--- src/rtl/vec_add_pkg.sv ---
// Shared types and constants for the vector-add scheduler.
// A vector is 16 packed bytes; the scheduler FSM has four states.
package vec_add_pkg;

    localparam int VEC_LEN = 16;
    localparam int VEC_W   = VEC_LEN * 8;

    typedef logic [7:0]               byte_t;
    typedef logic [VEC_LEN-1:0][7:0]  vec_t;

    typedef enum logic [1:0] {
        IDLE,
        ISSUE,
        WAIT,
        RESP
    } sched_state_e;

    localparam logic RSP_ERR_NONE    = 1'b0;
    localparam logic RSP_ERR_TIMEOUT = 1'b1;

endpackage

--- src/rtl/vec_add_sched_rr_arbiter.sv ---
// Combinational round-robin arbiter: grants the first requesting index
// at or after ptr, wrapping modulo N.
module rr_arbiter #(
    parameter int N  = 4,
    parameter int IW = $clog2(N)
) (
    input  logic [N-1:0]  req,
    input  logic [IW-1:0] ptr,
    output logic [N-1:0]  gnt,
    output logic [IW-1:0] gnt_idx
);

    always_comb begin
        logic          found;
        logic [IW-1:0] cand;
        // NOTE: every variable written here gets a default first so no latch is inferred.
        gnt     = '0;
        gnt_idx = '0;
        found   = 1'b0;
        cand    = '0;
        for (int i = 0; i < N; i++) begin
            cand = IW'((int'(ptr) + i) % N);
            if (!found && req[cand]) begin
                found     = 1'b1;
                gnt[cand] = 1'b1;
                gnt_idx   = cand;
            end
        end
    end

endmodule

--- src/rtl/vec_add_sched.sv ---
// Shares one 16x8-bit vector-add engine among NREQ requesters with
// round-robin arbitration and a WAIT-state timeout watchdog.
module vec_add_sched
    import vec_add_pkg::*;
#(
    parameter int NREQ    = 4,
    parameter int TIMEOUT = 64
) (
    input  logic                    clk_i,
    input  logic                    rst_i,
    input  logic [NREQ-1:0]         req_valid_i,
    output logic [NREQ-1:0]         req_ready_o,
    input  logic [NREQ*VEC_W-1:0]   req_a_i,
    input  logic [NREQ*VEC_W-1:0]   req_b_i,
    output logic [NREQ-1:0]         rsp_valid_o,
    input  logic [NREQ-1:0]         rsp_ready_i,
    output logic [VEC_W-1:0]        rsp_result_o,
    output logic                    rsp_err_o,
    output logic                    eng_start_o,
    output logic [VEC_W-1:0]        eng_a_o,
    output logic [VEC_W-1:0]        eng_b_o,
    input  logic                    eng_busy_i,
    input  logic                    eng_done_i,
    input  logic [VEC_W-1:0]        eng_result_i,
    output logic [15:0]             ops_cnt_o
);

    localparam int IW = $clog2(NREQ);
    localparam int TW = $clog2(TIMEOUT);
    localparam logic [TW-1:0] TIMER_LAST = TW'(TIMEOUT - 1);
    localparam logic [IW-1:0] IDX_LAST   = IW'(NREQ - 1);

    sched_state_e    state_q, state_d;
    logic [IW-1:0]   ptr_q, ptr_d;
    logic [IW-1:0]   gidx_q, gidx_d;
    vec_t            a_q, a_d, b_q, b_d;
    vec_t            result_q, result_d;
    logic            err_q, err_d;
    logic [TW-1:0]   timer_q, timer_d;
    logic [15:0]     ops_q, ops_d;

    logic [NREQ-1:0] arb_gnt;
    logic [IW-1:0]   arb_idx;
    logic            grant;
    logic            rsp_accept;
    logic            timed_out;
    vec_t            sel_a, sel_b;

    rr_arbiter #(
        .N  (NREQ),
        .IW (IW)
    ) u_arb (
        .req     (req_valid_i),
        .ptr     (ptr_q),
        .gnt     (arb_gnt),
        .gnt_idx (arb_idx)
    );

    assign grant      = (state_q == IDLE) && (|req_valid_i) && !eng_busy_i;
    assign rsp_accept = (state_q == RESP) && rsp_ready_i[gidx_q];
    assign timed_out  = (timer_q == TIMER_LAST);

    // One-hot operand select for the winning requester.
    always_comb begin
        sel_a = '0;
        sel_b = '0;
        for (int r = 0; r < NREQ; r++) begin
            if (arb_gnt[r]) begin
                sel_a = req_a_i[r*VEC_W +: VEC_W];
                sel_b = req_b_i[r*VEC_W +: VEC_W];
            end
        end
    end

    // NOTE: sequential state uses non-blocking assignments only.
    always_ff @(posedge clk_i or posedge rst_i) begin
        if (rst_i) begin
            state_q  <= IDLE;
            ptr_q    <= '0;
            gidx_q   <= '0;
            a_q      <= '0;
            b_q      <= '0;
            result_q <= '0;
            err_q    <= RSP_ERR_NONE;
            timer_q  <= '0;
            ops_q    <= '0;
        end else begin
            state_q  <= state_d;
            ptr_q    <= ptr_d;
            gidx_q   <= gidx_d;
            a_q      <= a_d;
            b_q      <= b_d;
            result_q <= result_d;
            err_q    <= err_d;
            timer_q  <= timer_d;
            ops_q    <= ops_d;
        end
    end

    always_comb begin
        state_d = state_q;
        unique case (state_q)
            IDLE:    if (grant) state_d = ISSUE;
            ISSUE:   state_d = WAIT;
            WAIT:    if (eng_done_i || timed_out) state_d = RESP;
            RESP:    if (rsp_accept) state_d = IDLE;
            default: state_d = IDLE;
        endcase
    end

    always_comb begin
        ptr_d    = ptr_q;
        gidx_d   = gidx_q;
        a_d      = a_q;
        b_d      = b_q;
        result_d = result_q;
        err_d    = err_q;
        timer_d  = timer_q;
        ops_d    = ops_q;
        unique case (state_q)
            IDLE: begin
                if (grant) begin
                    gidx_d = arb_idx;
                    a_d    = sel_a;
                    b_d    = sel_b;
                    ptr_d  = (arb_idx == IDX_LAST) ? '0 : arb_idx + 1'b1;
                end
            end
            ISSUE: timer_d = '0;
            WAIT: begin
                timer_d = timer_q + 1'b1;
                // A done arriving on the timeout cycle still counts as success.
                if (eng_done_i) begin
                    result_d = eng_result_i;
                    err_d    = RSP_ERR_NONE;
                end else if (timed_out) begin
                    result_d = '0;
                    err_d    = RSP_ERR_TIMEOUT;
                end
            end
            RESP: if (rsp_accept) ops_d = ops_q + 1'b1;
            default: ;
        endcase
    end

    always_comb begin
        req_ready_o  = grant ? arb_gnt : '0;
        eng_start_o  = (state_q == ISSUE);
        rsp_valid_o  = (state_q == RESP) ? (NREQ'(1) << gidx_q) : '0;
        rsp_result_o = result_q;
        rsp_err_o    = err_q;
        eng_a_o      = a_q;
        eng_b_o      = b_q;
        ops_cnt_o    = ops_q;
    end

    // A requester must hold its request until it is accepted.
    for (genvar r = 0; r < NREQ; r++) begin : g_req_hold
        a_req_hold: assert property (@(posedge clk_i) disable iff (rst_i)
            (req_valid_i[r] && !req_ready_o[r]) |=> req_valid_i[r]);
    end

endmodule
--- config.mk ---
export PLATFORM = sky130hd
export DESIGN_NAME = vec_add_sched
export DESIGN_NICKNAME = d
export VERILOG_FILES = /design/src/rtl/vec_add_pkg.sv /design/src/rtl/vec_add_sched_rr_arbiter.sv /design/src/rtl/vec_add_sched.sv
export SDC_FILE = /design/constraint.sdc
export NUM_CORES = 1
export LEC_CHECK = 0
export ABC_AREA = 1
export BUFFER_PORTS_ARGS = -buffer_cell sky130_fd_sc_hd__buf_2
export CAP_MARGIN = 10
export CELL_PAD_IN_SITES_DETAIL_PLACEMENT = 1
export CELL_PAD_IN_SITES_GLOBAL_PLACEMENT = 2
export CORE_AREA = 4 4 616 618
export DETAILED_ROUTE_END_ITERATION = 8
export DIE_AREA = 0 0 620 622
export PLACE_DENSITY_LB_ADDON = 0.05
export REMOVE_ABC_BUFFERS = 1
export SLEW_MARGIN = 20
export SYNTH_ARGS = -nofsm -noshare
export SYNTH_HDL_FRONTEND = slang
export SYNTH_SLANG_ARGS = --single-unit
--- constraint.sdc ---
create_clock -name clk_i -period 33.9 [get_ports clk_i]
set_input_delay 6.78 -clock clk_i [delete_from_list [all_inputs] [get_ports clk_i]]
set_output_delay 6.78 -clock clk_i [all_outputs]
set_load 0.01 [all_outputs]
==> After elaboration in Yosys (flattened, before gate mapping) <==
Index checks and enable logic that the tools add are counted.
{ "totals": {"regBits": 413, "word_cells": 153} }
{ "classes": {"n_bitwise": 3, "eq_ne": 8, "mux": 49, "n_reduce_logical": 23, "shift": 1, "add_sub_neg": 6, "n_lt_le_gt_ge": 9} }
{ "op_table": {"columns": ["cell", "n"], "rows": [
  ["2-to-1 mux 128 bit", 10],
  ["2-to-1 mux 4 bit", 6],
  ["adder 16 x 1 -> 16 bit, second input constant", 1],
  ["2-to-1 mux 2 bit", 8],
  ["less-than comparator 2 x 3 -> 1 bit, second input constant", 5],
  ["2-to-1 mux 1 bit", 14],
  ["OR 4 bit", 3],
  ["one-hot mux 6 bit (2 select lines)", 1],
  ["binary-select mux 1 bit (select 2 bit)", 5],
  ["logical AND 1 bit", 10],
  ["demux 1 bit (select 2 bit)", 4],
  ["greater-or-equal comparator 2 x 1 -> 1 bit, second input constant", 4],
  ["one-hot mux 2 bit (4 select lines)", 1],
  ["adder 6 x 1 -> 6 bit, second input constant", 1],
  ["equality test 2 bit, second input constant", 3],
  ["equality test 6 bit, second input constant", 1],
  ["inequality test 2 bit, second input constant", 3],
  ["AND reduction 2 bit", 3],
  ["adder 2 x 1 -> 2 bit, second input constant", 2],
  ["adder 2 bit, second input constant", 2],
  ["zero test 1 bit", 4],
  ["nonzero test 2 bit", 2],
  ["OR reduction 4 bit", 1],
  ["left shift 1 x 2 -> 4 bit, first input constant", 1],
  ["other kinds (4)", 4]
]} }

==> Depth between registers and ports, before layout <==
Gate-level depths: netlist of the first run.
{ "depth": {"depth_word": 16, "depth_mapped": 17, "depth_no_buf": 15} }

==> Hierarchy <==
Synthesis of the first run repeated with hierarchy kept, for this count alone.
{ "hier_totals": {"hier_cells": 3135, "hier_area_um2": 23331.1} }
{ "by_module_without_submodules": {"columns": ["mod", "cells_each", "instances", "area_per_inst_um2", "seq_area_each_um2"], "rows": [
  ["vec_add_sched", 3062, 1, 22892.0, 10334.9],
  ["rr_arbiter", 73, 1, 439.2, 0.0]
]} }

==> Worst setup path before layout of the first run <==
OpenSTA, ideal clock, no wires.
{ "synth_path": {"kind": "input to output", "from": "input port req_valid_i[1]", "to": "output port req_ready_o[2]", "arrival_ns": 8.052, "t_required_ns": 27.120, "cell_stages": 12, "slack_ns": 19.068, "path_cell_list": "inv_1 nand2_1 nand3_1 nand2_1 nor2_2 nand3_1 nand3_1 buf_6 buf_6 buf_2 nand2_1 inv_1"} }
{ "synth_between": {"elab_chain_len": 13} }
{ "synth_rtl": {"columns": ["element", "line_no", "rtl"], "rows": [
  ["start, declared", "vec_add_sched.sv:11", "input logic [NREQ-1:0] req_valid_i,"],
  ["binary-select mux 1 bit (select 2 bit)", "vec_add_sched_rr_arbiter.sv:23", "if (!found && req[cand]) begin"],
  ["2-to-1 mux 1 bit (implied by the code)", "vec_add_sched_rr_arbiter.sv:23", null],
  ["2-to-1 mux 1 bit", "vec_add_sched_rr_arbiter.sv:23", null],
  ["zero test 1 bit", "vec_add_sched_rr_arbiter.sv:23", null],
  ["logical AND 1 bit", "vec_add_sched_rr_arbiter.sv:23", null],
  ["2-to-1 mux 1 bit", "vec_add_sched_rr_arbiter.sv:23", null],
  ["zero test 1 bit", "vec_add_sched_rr_arbiter.sv:23", null],
  ["logical AND 1 bit", "vec_add_sched_rr_arbiter.sv:23", null],
  ["2-to-1 mux 1 bit", "vec_add_sched_rr_arbiter.sv:23", null],
  ["zero test 1 bit", "vec_add_sched_rr_arbiter.sv:23", null],
  ["logical AND 1 bit", "vec_add_sched_rr_arbiter.sv:23", null],
  ["2-to-1 mux 4 bit", "vec_add_sched_rr_arbiter.sv:23", null],
  ["2-to-1 mux 4 bit (*)", "vec_add_sched.sv:147", "req_ready_o = grant ? arb_gnt : '0;"],
  ["end, declared", "vec_add_sched.sv:12", "output logic [NREQ-1:0] req_ready_o,"]
]} }
Every way passes the cells marked *; elsewhere a longest branch is shown, timed or not. The select of a mux whose other input is x is not followed.

==> Final worst setup path of the first run <==
{ "layout_path": {"from": "input port req_valid_i[3]", "to": "output port req_ready_o[1]"} }
Same word-level chain as after synthesis.

==> metrics, run 1 <==
Bufs on Longest Clock Path=4; synthesized area=26300 µm²; die area=386000 µm²; timing startpoint of the critical path=req_valid_i[3]; Mean Syn Cell Area=6.83 µm²; layout overhead on the synthesized area=60.9%; overflow left after global routing=0; CTS Buf Count=84; number of buffer and inverter stages on the critical path=4; kind of end point of the critical path=primary output; combinational family with the most area after synthesis=simple AND/OR/NAND/NOR gates; sum of net half-perimeters after detailed placement=223000 µm; placed inst area=39400 µm²; Via-to-Cell Ratio=3.24; Register Area=10300 µm²; Post-CTS Setup Bufs=0; clock input transition at the sequential cells of the worst setup and hold paths=50 ps; Max Clock Freq=between 60 and 70 MHz; kind of critical path=in -> out; initial DRC count=roughly 1.4k; startpoint types=input port; RR Startpoint=ptr_q[1]; area share of and/or/nand/nor cells after synthesis=0.303; count of cell types in the netlist=34; number of gates resized after cts=0; Initial Util=0.0702; flop-to-flop setup slack=27930 ps; CTS tree=done; maximum fanout count along the critical path=7; worst voltage drop across the vdd grid=around 0.11 mV; Total Routing Usage GR=0.142; mean routed wirelength per cell=roughly 27 µm; hold buffers post-CTS=0; run status=completed; count of buffers inserted at the top-level ports=1573; critical path's most frequent cell=sky130_fd_sc_hd__nand2_1; beginning of the worst hold path=rsp_result_o[106]; Gate Count Post-Synth=3851; post-synthesis register bit count=about 410; Root Buffer Master=sky130_fd_sc_hd__clkbuf_16; Largest delay share family, worst path=simple AND/OR/NAND/NOR gates; Data required, critical path=~27000 ps; height of the die=between 600 and 700 µm; final critical path time including I/O delays and setup=15540 ps; Critical Path AT=8760 ps; Final Instance Area=42300 µm²; wire length of the first global-routing pass=368000 µm; number of cell rows=225; endpoints failing hold=0; Die X-Extent=620 µm; Final period util=0.459; total routed wirelength=285000 µm; Max Clock Skew=59.5 ps; vias=33.8k; source-to-sink clock delay at the later pin of the worst-skew pair=790 ps; largest net degree at the start of global routing=112; final weighted congestion of routability-driven global placement=0.739; MaxCap Viol Count=0; post-route ant nets=0; Detailed Routing Iterations Pass 1=4; number of nets in the layout=6468; H-tree Lvls=3; Pwr per Cell Area=111 nW/µm²; area of the core=374000 µm²; static power due to leakage=22.9 nW; RSZ-0062 raised after global routing=no; xor and xnor area share after synthesis=0.00500; headroom to the max-slew limit=0.258; class of the most critical hold timing path=reg -> reg; via count of the first global-routing pass=~36k; max-slew violation count=0; total number of yosys warnings=0; total I/O pin count=around 1.6k; number of design rule violations left after detail routing=0; FILL cells=45.3k; sequential area share after synthesis=0.393; CTS Sinks=between 400 and 500; area fraction in compound gates after synthesis=0.151; Adder-Cell Fraction of Synth Area=0.00618; biggest cell delay along the critical path=360 ps; number of antenna violations at the first check in global routing=497; portion of netlist area occupied by mux cells=0.000428; post-route setup TNS=0 ps; Multi-input gate area=12300 µm²; list of cells traversed by the critical path=buf_2, inv_1, nand2_1, nand3_1, nand2_1, nor2_2, nand3_2, nand3_4, nand2_1, inv_1, buf_2; cell with the largest stage delay on the worst path=sky130_fd_sc_hd__inv_1; Final setup viols=0; transition time of the tightest slew-check pin=roughly 1100 ps; share of post-route cells with drive strength above 1=0.342
[cell usage after synthesis]
cell | number | share of area
sky130_fd_sc_hd__buf_6 | 44 | 0.019
sky130_fd_sc_hd__a22o_1 | 128 | 0.043
sky130_fd_sc_hd__nor2_4 | 1 | 0.00043
sky130_fd_sc_hd__nor3_1 | 14 | 0.0027
sky130_fd_sc_hd__a21boi_0 | 1 | 0.00029
sky130_fd_sc_hd__clkbuf_1 | 81 | 0.012
sky130_fd_sc_hd__o21a_1 | 1 | 0.00029
sky130_fd_sc_hd__nor2_1 | 16 | 0.0023
sky130_fd_sc_hd__nand2_1 | 1332 | 0.19
sky130_fd_sc_hd__a21oi_1 | 468 | 0.089
sky130_fd_sc_hd__xnor2_1 | 7 | 0.0023
sky130_fd_sc_hd__buf_2 | 125 | 0.024
sky130_fd_sc_hd__buf_1 | 11 | 0.0016
sky130_fd_sc_hd__nor2_2 | 2 | 0.00048
sky130_fd_sc_hd__nor4_1 | 1 | 0.00024
sky130_fd_sc_hd__nand2_4 | 1 | 0.00043
sky130_fd_sc_hd__nand3b_1 | 1 | 0.00029
sky130_fd_sc_hd__o211ai_1 | 1 | 0.00029
sky130_fd_sc_hd__a31oi_1 | 1 | 0.00024
sky130_fd_sc_hd__nand3_1 | 538 | 0.10
sky130_fd_sc_hd__ha_1 | 13 | 0.0062
sky130_fd_sc_hd__nand4_1 | 6 | 0.0014
sky130_fd_sc_hd__and3_1 | 1 | 0.00024
sky130_fd_sc_hd__o21ai_0 | 6 | 0.0011
sky130_fd_sc_hd__dfrtp_1 | 413 | 0.39
sky130_fd_sc_hd__xor2_1 | 8 | 0.0027
sky130_fd_sc_hd__a21boi_1 | 3 | 0.00086
sky130_fd_sc_hd__nand3_2 | 6 | 0.0023
sky130_fd_sc_hd__mux2_2 | 1 | 0.00043
sky130_fd_sc_hd__buf_8 | 2 | 0.0011
sky130_fd_sc_hd__inv_2 | 4 | 0.00057
sky130_fd_sc_hd__a21oi_2 | 50 | 0.017
sky130_fd_sc_hd__buf_4 | 20 | 0.0057
sky130_fd_sc_hd__inv_1 | 544 | 0.078
[sequential cells by signal (all words and copies together), names as in the netlist, named ones only]
register      cells
gidx_q            2
rsp_result_o    128
timer_q           6
eng_a_o         128
rsp_err_o         1
eng_b_o         128
ops_cnt_o        16
state_q           2
ptr_q             1
[placed cells by master, fill, tap and decap left out, drive strengths merged, types with 3 or more instances in the layout]
| master | synthesis | routed |
|---|---|---|
| buf | 202 | 1637 |
| clkinv | 0 | 6 |
| bufinv | 0 | 3 |
| o21ai | 6 | 6 |
| nand2 | 1333 | 1333 |
| inv | 548 | 551 |
| diode | 0 | 93 |
| clkbuf | 81 | 127 |
| dfrtp | 413 | 413 |
| a21boi | 4 | 4 |
| ha | 13 | 13 |
| xor2 | 8 | 8 |
| a21oi | 518 | 518 |
| nand3 | 544 | 544 |
| nor3 | 14 | 14 |
| nand4 | 6 | 6 |
| nor2 | 19 | 19 |
| xnor2 | 7 | 7 |
| a22o | 128 | 128 |
[through the flow]
stage / hold WS, ps / setup slack [ps] / std cells / total power, mW / utilization
floorplan: 468 / -1280 / 3568 / 2.84 / -
global placement: 481 / 18070 / 10200 / 4.04 / 0.105
detailed placement: 476 / 18140 / 10200 / 4.02 / 0.105
CTS: 498 / 18130 / 10300 / 4.98 / 0.112
global route: 503 / 18030 / 10400 / 5.19 / 0.113
finish: 492 / 18360 / 10400 / 4.69 / 0.113
[metal layers]
| layer | global-route usage | vias to the layer above | wire, µm |
|---|---|---|---|
| met3 | 0.0603 | 905 | 26600 |
| met5 | 0 | - | 1440 |
| met4 | 0.0278 | 236 | 8510 |
| li1 | - | 15300 | - |
| met1 | 0.134 | 15800 | 93700 |
| met2 | 0.281 | 1552 | 155000 |
[cells by family (layout without fill, tap and decap cells)]
| family | Yosys count | after routing |
|---|---|---|
| simple gates | 1919 | 1919 |
| buf+inv | 831 | 2324 |
| compound gates | 659 | 659 |
| flops | 413 | 413 |
| xor+xnor | 15 | 15 |
| fa+ha+maj | 13 | 13 |
| mux | 1 | 1 |
| other cells | 0 | 93 |
[power by group]
group,internal [mW],switching [mW]
clock network,0.525,0.359
logic,0.791,2.17
registers,0.705,0.134
[final timing paths]
path                                     end  depth (start not counted)
max reg2reg                      eng_b_o[62]                         18
min                        rsp_result_o[106]                          1
min reg2reg                rsp_result_o[106]                          1
max                           req_ready_o[1]                         11
min in group asynchronous        eng_b_o[41]                          2
max in group asynchronous        eng_a_o[21]                          5
[cell type report]
cell class | count | area share
clock buffer | 127 | 0.0589
clock inverter | 12 | 0.00399
timing repair buffer | 1637 | 0.200
antenna | 93 | 0.00550
sequential | 413 | 0.244
multi-input combinational | 2607 | 0.291
tap | 4994 | 0.148
inverter | 548 | 0.0493
No activity file was read; power rests on OpenSTA's default activity.
==> run 2: changes to the inputs <==
CORE_AREA = 4 4 605 607   (was 4 4 616 618)
DIE_AREA = 0 0 609 611   (was 0 0 620 622)
clock period = 13.6 ns   (was 33.9 ns; I/O delays follow)
==> run 2 against run 1 <==
Against the previous run: combinational power grew 150%; register-to-register slack lost 20000 ps; design area is 0.74% lower; cell count shrank 2.2%; power increased by 150%; routed wire length decreased by 2.1%; non-clock buffer count decreased by 14; sequential power up 150%; via count hardly changed; highest routed layer unchanged.
==> metrics, run 2 (synthesis results as in run 1) <==
run status=completed (unchanged); Detailed Routing Iterations Pass 1=4 (unchanged); static power due to leakage=22.8 nW (was 22.9 nW); CTS tree=done (unchanged); maximum fanout count along the critical path=28 (was 7); endpoints failing hold=0 (unchanged); Setup WS post-layout=5870 ps (was 18360 ps); layout overhead on the synthesized area=59.7% (was 60.9%); area of the core=361000 µm² (was 374000 µm²); number of buffer and inverter stages on the critical path=4 (unchanged); clock input transition at the sequential cells of the worst setup and hold paths=50 ps (about the same); MaxCap Viol Count=0 (unchanged); max-slew violation count=0 (unchanged); Bufs on Longest Clock Path=4 (unchanged); share of post-route cells with drive strength above 1=0.341 (was 0.342); total I/O pin count=1574 (unchanged); Die X-Extent=609 µm (was 620 µm); list of cells traversed by the critical path=buf_2, inv_1, nand2_1, nand3_1, nand2_1, nor2_2, nand3_1, nand3_4, nand2_1, inv_1, buf_2 (was buf_2, inv_1, nand2_1, nand3_1, nand2_1, nor2_2, nand3_2, nand3_4, nand2_1, inv_1, buf_2); Pwr per Cell Area=276 nW/µm² (was 111 nW/µm²); transition time of the tightest slew-check pin=1090 ps (was 1110 ps); Final setup viols=0 (unchanged); class of the most critical hold timing path=reg -> reg (unchanged); Critical Path AT=5010 ps (was 8760 ps); critical path's most frequent cell=sky130_fd_sc_hd__nand2_1 (unchanged); source-to-sink clock delay at the later pin of the worst-skew pair=810 ps (was 790 ps); wire length of the first global-routing pass=363000 µm (was 368000 µm); Layout Utilization=0.116 (was 0.113); via count of the first global-routing pass=35.6k (was 35.8k); Largest delay share family, worst path=simple AND/OR/NAND/NOR gates (unchanged); count of cells along the worst hold path=1 (unchanged); sum of net half-perimeters after detailed placement=215000 µm (was 223000 µm); CTS Sinks=413 (unchanged); startpoint types=input port (unchanged); total routed wirelength=279000 µm (was 285000 µm); biggest cell delay along the critical path=510 ps (was 360 ps); Via-to-Cell Ratio=3.31 (was 3.24); post-route non-filler standard cell count=10.2k (was 10.4k); post-route ant nets=0 (unchanged); die area=372000 µm² (was 386000 µm²); number of design rule violations left after detail routing=0 (unchanged); count of buffers inserted at the top-level ports=1573 (unchanged); number of antenna violations at the first check in global routing=487 (was 497); WP depth=11 (unchanged); timing startpoint of the critical path=req_valid_i[1] (was req_valid_i[3]); most frequent standard cell in the layout excluding fill and tap cells=sky130_fd_sc_hd__buf_2 (unchanged); Initial Util=0.0728 (was 0.0702); top library cells by usage in the layout, fill and taps aside=1573 x sky130_fd_sc_hd__buf_2, 1332 x sky130_fd_sc_hd__nand2_1, 541 x sky130_fd_sc_hd__inv_1 (unchanged); Post-CTS Setup Bufs=0 (unchanged); worst voltage drop across the vdd grid=0.250 mV (was 0.111 mV); CTS Buf Count=82 (was 84); cell total after placement=9985 (was 10.2k); Final period util=0.569; mean routed wirelength per cell=27.3 µm (about the same); H-tree Lvls=3 (unchanged); post-route setup TNS=0 ps (unchanged); Root Buffer Master=sky130_fd_sc_hd__clkbuf_16 (unchanged); FILL cells=43.7k (was 45.3k); number of gates resized after cts=0 (unchanged); Max Clock Skew=53.7 ps (was 59.5 ps); vias=33.7k (was 33.8k); pre-CTS WS=5590 ps (was 18140 ps); height of the die=611 µm (was 622 µm); RSZ-0062 raised after global routing=no (unchanged); headroom to the max-slew limit=0.275 (was 0.258); final weighted congestion of routability-driven global placement=0.754 (was 0.739); largest net degree at the start of global routing=125 (was 112); final critical path time including I/O delays and setup=between 7000 and 8000 ps; final hold slack=474 ps (was 492 ps); kind of end point of the critical path=primary output (unchanged); Data required, critical path=10880 ps (was 27120 ps); hold buffers post-CTS=0 (unchanged); number of nets in the layout=6452 (was 6468); FF-to-FF path depth=15 (was 18); Total Routing Usage GR=0.144 (was 0.142); overflow left after global routing=0 (unchanged); cell with the largest stage delay on the worst path=sky130_fd_sc_hd__nand3_4 (was sky130_fd_sc_hd__inv_1); number of cell rows=221 (was 225); beginning of the worst hold path=ops_cnt_o[15] (was rsp_result_o[106]); initial DRC count=1412 (was 1449); Max Clock Freq=129 MHz; kind of critical path=in -> out (unchanged)
==> run 2: changes by cell type in the layout (fill, tap and decap cells not counted), moves of 2 or more <==
cell,delta
sky130_fd_sc_hd__diode_2,-20
sky130_fd_sc_hd__buf_4,-18
sky130_fd_sc_hd__buf_12,+4
sky130_fd_sc_hd__clkbuf_8,+4
sky130_fd_sc_hd__clkinv_2,+4
sky130_fd_sc_hd__clkbuf_16,-2
sky130_fd_sc_hd__clkinv_8,+2
sky130_fd_sc_hd__clkinvlp_4,+2
==> run 2: routing by layer <==
metal	GRT usage	vias to the layer above	routed length, µm
li1	-	15200	-
met1	0.140	15800	95000
met2	0.285	1564	151000
met3	0.0563	924	23000
met4	0.0282	216	8600
met5	0	-	1390
==> run 2: path summary, 6_finish.rpt <==
check	slack, ps	endpoint
max	5870	req_ready_o[2]
min reg2reg	470	ops_cnt_o[15]
min in group asynchronous	2110	eng_a_o[9]
min	470	ops_cnt_o[15]
max in group asynchronous	9240	eng_b_o[75]
max reg2reg	8270	eng_b_o[113]
==> run 2: where the power goes <==
group          switching, mW  internal (mW)
combinational           5.35           1.97
clock                  0.889           1.31
sequential             0.328           1.76
==> run 2: final cells by class <==
class                           instances  area [µm²]  share of cell area
Sequential cell                       413       10300               0.246
Multi-Input combinational cell       2607       12300               0.293
Inverter                              548        2080              0.0496
Antenna cell                           73         183             0.00435
Timing Repair Buffer                 1623        8390               0.200
Tap cell                             4794        6000               0.143
Clock buffer                          129        2500              0.0595
Clock inverter                         18         208             0.00495
==> run 2: metrics by stage <==
stage	area [µm²]	power [mW]
after floorplan	24700	6.31
after global placement	39100	9.93
after detailed placement	39100	9.89
after CTS	41800	12.3
after global routing	41900	12.8
final	42000	11.6
==> run 3: changes to the inputs <==
clock period = 7.1 ns   (was 13.6 ns; I/O delays follow)
==> run 3 against run 2 <==
Against the previous run: non-clock buffer count grew 4; worst hold slack improved by 16 ps; design area up 0.26%; critical path type is now reg -> out; sequential power is 92% higher; sequential share of layout area fell by 0.064 points; highest routed layer unchanged; cell count about the same; core utilization hardly changed; clock skew is 6.7 ps lower; combinational power increased by 93%.
==> metrics, run 3 (synthesis results as in run 1) <==
Final setup viols=0 (unchanged); number of cell rows=221 (unchanged); GR met2 Demand/Resource=0.286 (was 0.285); Bufs on Longest Clock Path=4 (unchanged); endpoints failing hold=0 (unchanged); list of cells traversed by the critical path=inv_2, ha_1, inv_1, nand3_1, nand2_1, inv_2, nor2_4, nand3_1, nand3_4, nand2_1, inv_1, buf_2 (was buf_2, inv_1, nand2_1, nand3_1, nand2_1, nor2_2, nand3_1, nand3_4, nand2_1, inv_1, buf_2); hold buffers post-CTS=0 (unchanged); number of design rule violations left after detail routing=0 (unchanged); cell with the largest stage delay on the worst path=sky130_fd_sc_hd__dfrtp_1 (was sky130_fd_sc_hd__nand3_4); maximum fanout count along the critical path=28 (unchanged); overflow left after global routing=0 (unchanged); Data required, critical path=5680 ps (was 10880 ps); kind of critical path=reg -> out (was in -> out); MaxCap Viol Count=0 (unchanged); share of post-route cells with drive strength above 1=0.340 (was 0.341); biggest cell delay along the critical path=580 ps (was 510 ps); total I/O pin count=1574 (unchanged); number of antenna violations at the first check in global routing=487 (unchanged); final hold slack=491 ps (was 474 ps); Multi-input gate area=12300 µm² (unchanged); H-tree Lvls=3 (unchanged); class of the most critical hold timing path=reg -> reg (unchanged); source-to-sink clock delay at the later pin of the worst-skew pair=820 ps (was 810 ps); FILL cells=43.7k (about the same); clock input transition at the sequential cells of the worst setup and hold paths=60 ps (was 50 ps); FF-to-FF path depth=14 (was 15); Register Area=10300 µm² (unchanged); headroom to the max-slew limit=0.172 (was 0.275); height of the die=611 µm (unchanged); flop-to-flop setup slack=2690 ps (was 8270 ps); final critical path time including I/O delays and setup=5370 ps; CTS Buf Count=86 (was 82); number of gates resized after cts=0 (unchanged); static power due to leakage=22.9 nW (was 22.8 nW); number of nets in the layout=6460 (was 6452); Pwr per Cell Area=529 nW/µm² (was 276 nW/µm²); CTS tree=done (unchanged); count of buffers inserted at the top-level ports=1573 (unchanged); met1 Resource Use GR=0.137 (was 0.140); run status=completed (unchanged); top library cells by usage in the layout, fill and taps aside=1573 x sky130_fd_sc_hd__buf_2, 1332 x sky130_fd_sc_hd__nand2_1, 541 x sky130_fd_sc_hd__inv_1 (unchanged); Post-CTS Setup Bufs=0 (unchanged); RSZ-0062 raised after global routing=no (unchanged); layout overhead on the synthesized area=60.1% (was 59.7%); initial DRC count=1412 (unchanged); CTS Sinks=413 (unchanged); end point of the critical path=req_ready_o[2] (unchanged); area of the core=361000 µm² (unchanged); met3 routing resource usage after global routing=0.0610 (was 0.0563); Via-to-Cell Ratio=3.30 (was 3.31); Total Routing Usage GR=0.144 (about the same); die area=372000 µm² (unchanged); Final period util=0.756; post-route ant nets=0 (unchanged); Layout Utilization=0.117 (was 0.116); Initial Util=0.0728 (unchanged); Root Buffer Master=sky130_fd_sc_hd__clkbuf_16 (unchanged); mean routed wirelength per cell=27.4 µm (was 27.3 µm); number of buffer and inverter stages on the critical path=5 (was 4); Top Usage Layer GRT=met2 (unchanged); Final Instance Area=42100 µm² (was 42000 µm²); startpoint types=register (was input port); placed inst area=39200 µm² (was 39100 µm²); Die X-Extent=609 µm (unchanged); max-slew violation count=0 (unchanged); most frequent standard cell in the layout excluding fill and tap cells=sky130_fd_sc_hd__buf_2 (unchanged); Critical Path AT=3950 ps (was 5010 ps); Max Clock Freq=186 MHz; capture point of the worst reg-to-reg path=eng_a_o[53] (was eng_b_o[113]); transition time of the tightest slew-check pin=1240 ps (was 1090 ps); via count of the first global-routing pass=35.5k (was 35.6k); total routed wirelength=279000 µm (about the same); Detailed Routing Iterations Pass 1=5 (was 4); largest net degree at the start of global routing=134 (was 125); final weighted congestion of routability-driven global placement=0.768 (was 0.754); kind of end point of the critical path=primary output (unchanged); Max Clock Skew=47.0 ps (was 53.7 ps); WP depth=12 (was 11); wire length of the first global-routing pass=362000 µm (was 363000 µm); worst voltage drop across the vdd grid=0.510 mV (was 0.250 mV); sum of net half-perimeters after detailed placement=215000 µm (about the same); vias=33.7k (about the same); Largest delay share family, worst path=simple AND/OR/NAND/NOR gates (unchanged)
## run 3: power breakdown
group          switching [mW]  leakage, nW  internal [mW]
sequential              0.626         5.27           3.37
combinational            10.2         16.3           3.87
clock                    1.69         1.31           2.52
total                    12.5         22.9           9.75
## run 3: worst min-delay path by stage
stage | start | endpoint | slack, ps | cells past startpoint
final | rsp_result_o[48] | rsp_result_o[48] | 490 | 1
after global routing | rsp_result_o[81] | rsp_result_o[81] | 510 | 1
after CTS | rsp_result_o[18] | rsp_result_o[18] | 500 | 1
after detailed placement | rsp_result_o[93] | rsp_result_o[93] | 480 | 1
after global placement | rsp_result_o[93] | rsp_result_o[93] | 480 | 1
after floorplan | timer_q[0] | timer_q[0] | 470 | 1
## run 3: through the flow
step	power, mW	setup slack, ps	setup TNS [ps]	cells
after detailed placement	19.1	1830	0	9989
after global placement	19.2	1800	0	9989
after floorplan	11.0	-22720	-8346860	3568
final	22.3	1730	0	10200
after global routing	24.6	1290	0	10100
after CTS	23.6	1400	0	10100
## run 3: cell type report
class,count,share of cell area
Antenna cell,72,0.00428
Clock buffer,123,0.0582
Clock inverter,17,0.00535
Inverter,548,0.0495
Multi-Input combinational cell,2607,0.292
Sequential cell,413,0.245
Tap cell,4794,0.142
Timing Repair Buffer,1627,0.203
## run 3: routing by layer
layer	wire (µm)	share of wire
met5	1490	0.0053
met4	8520	0.030
met3	24800	0.089
met2	151000	0.54
met1	93100	0.33
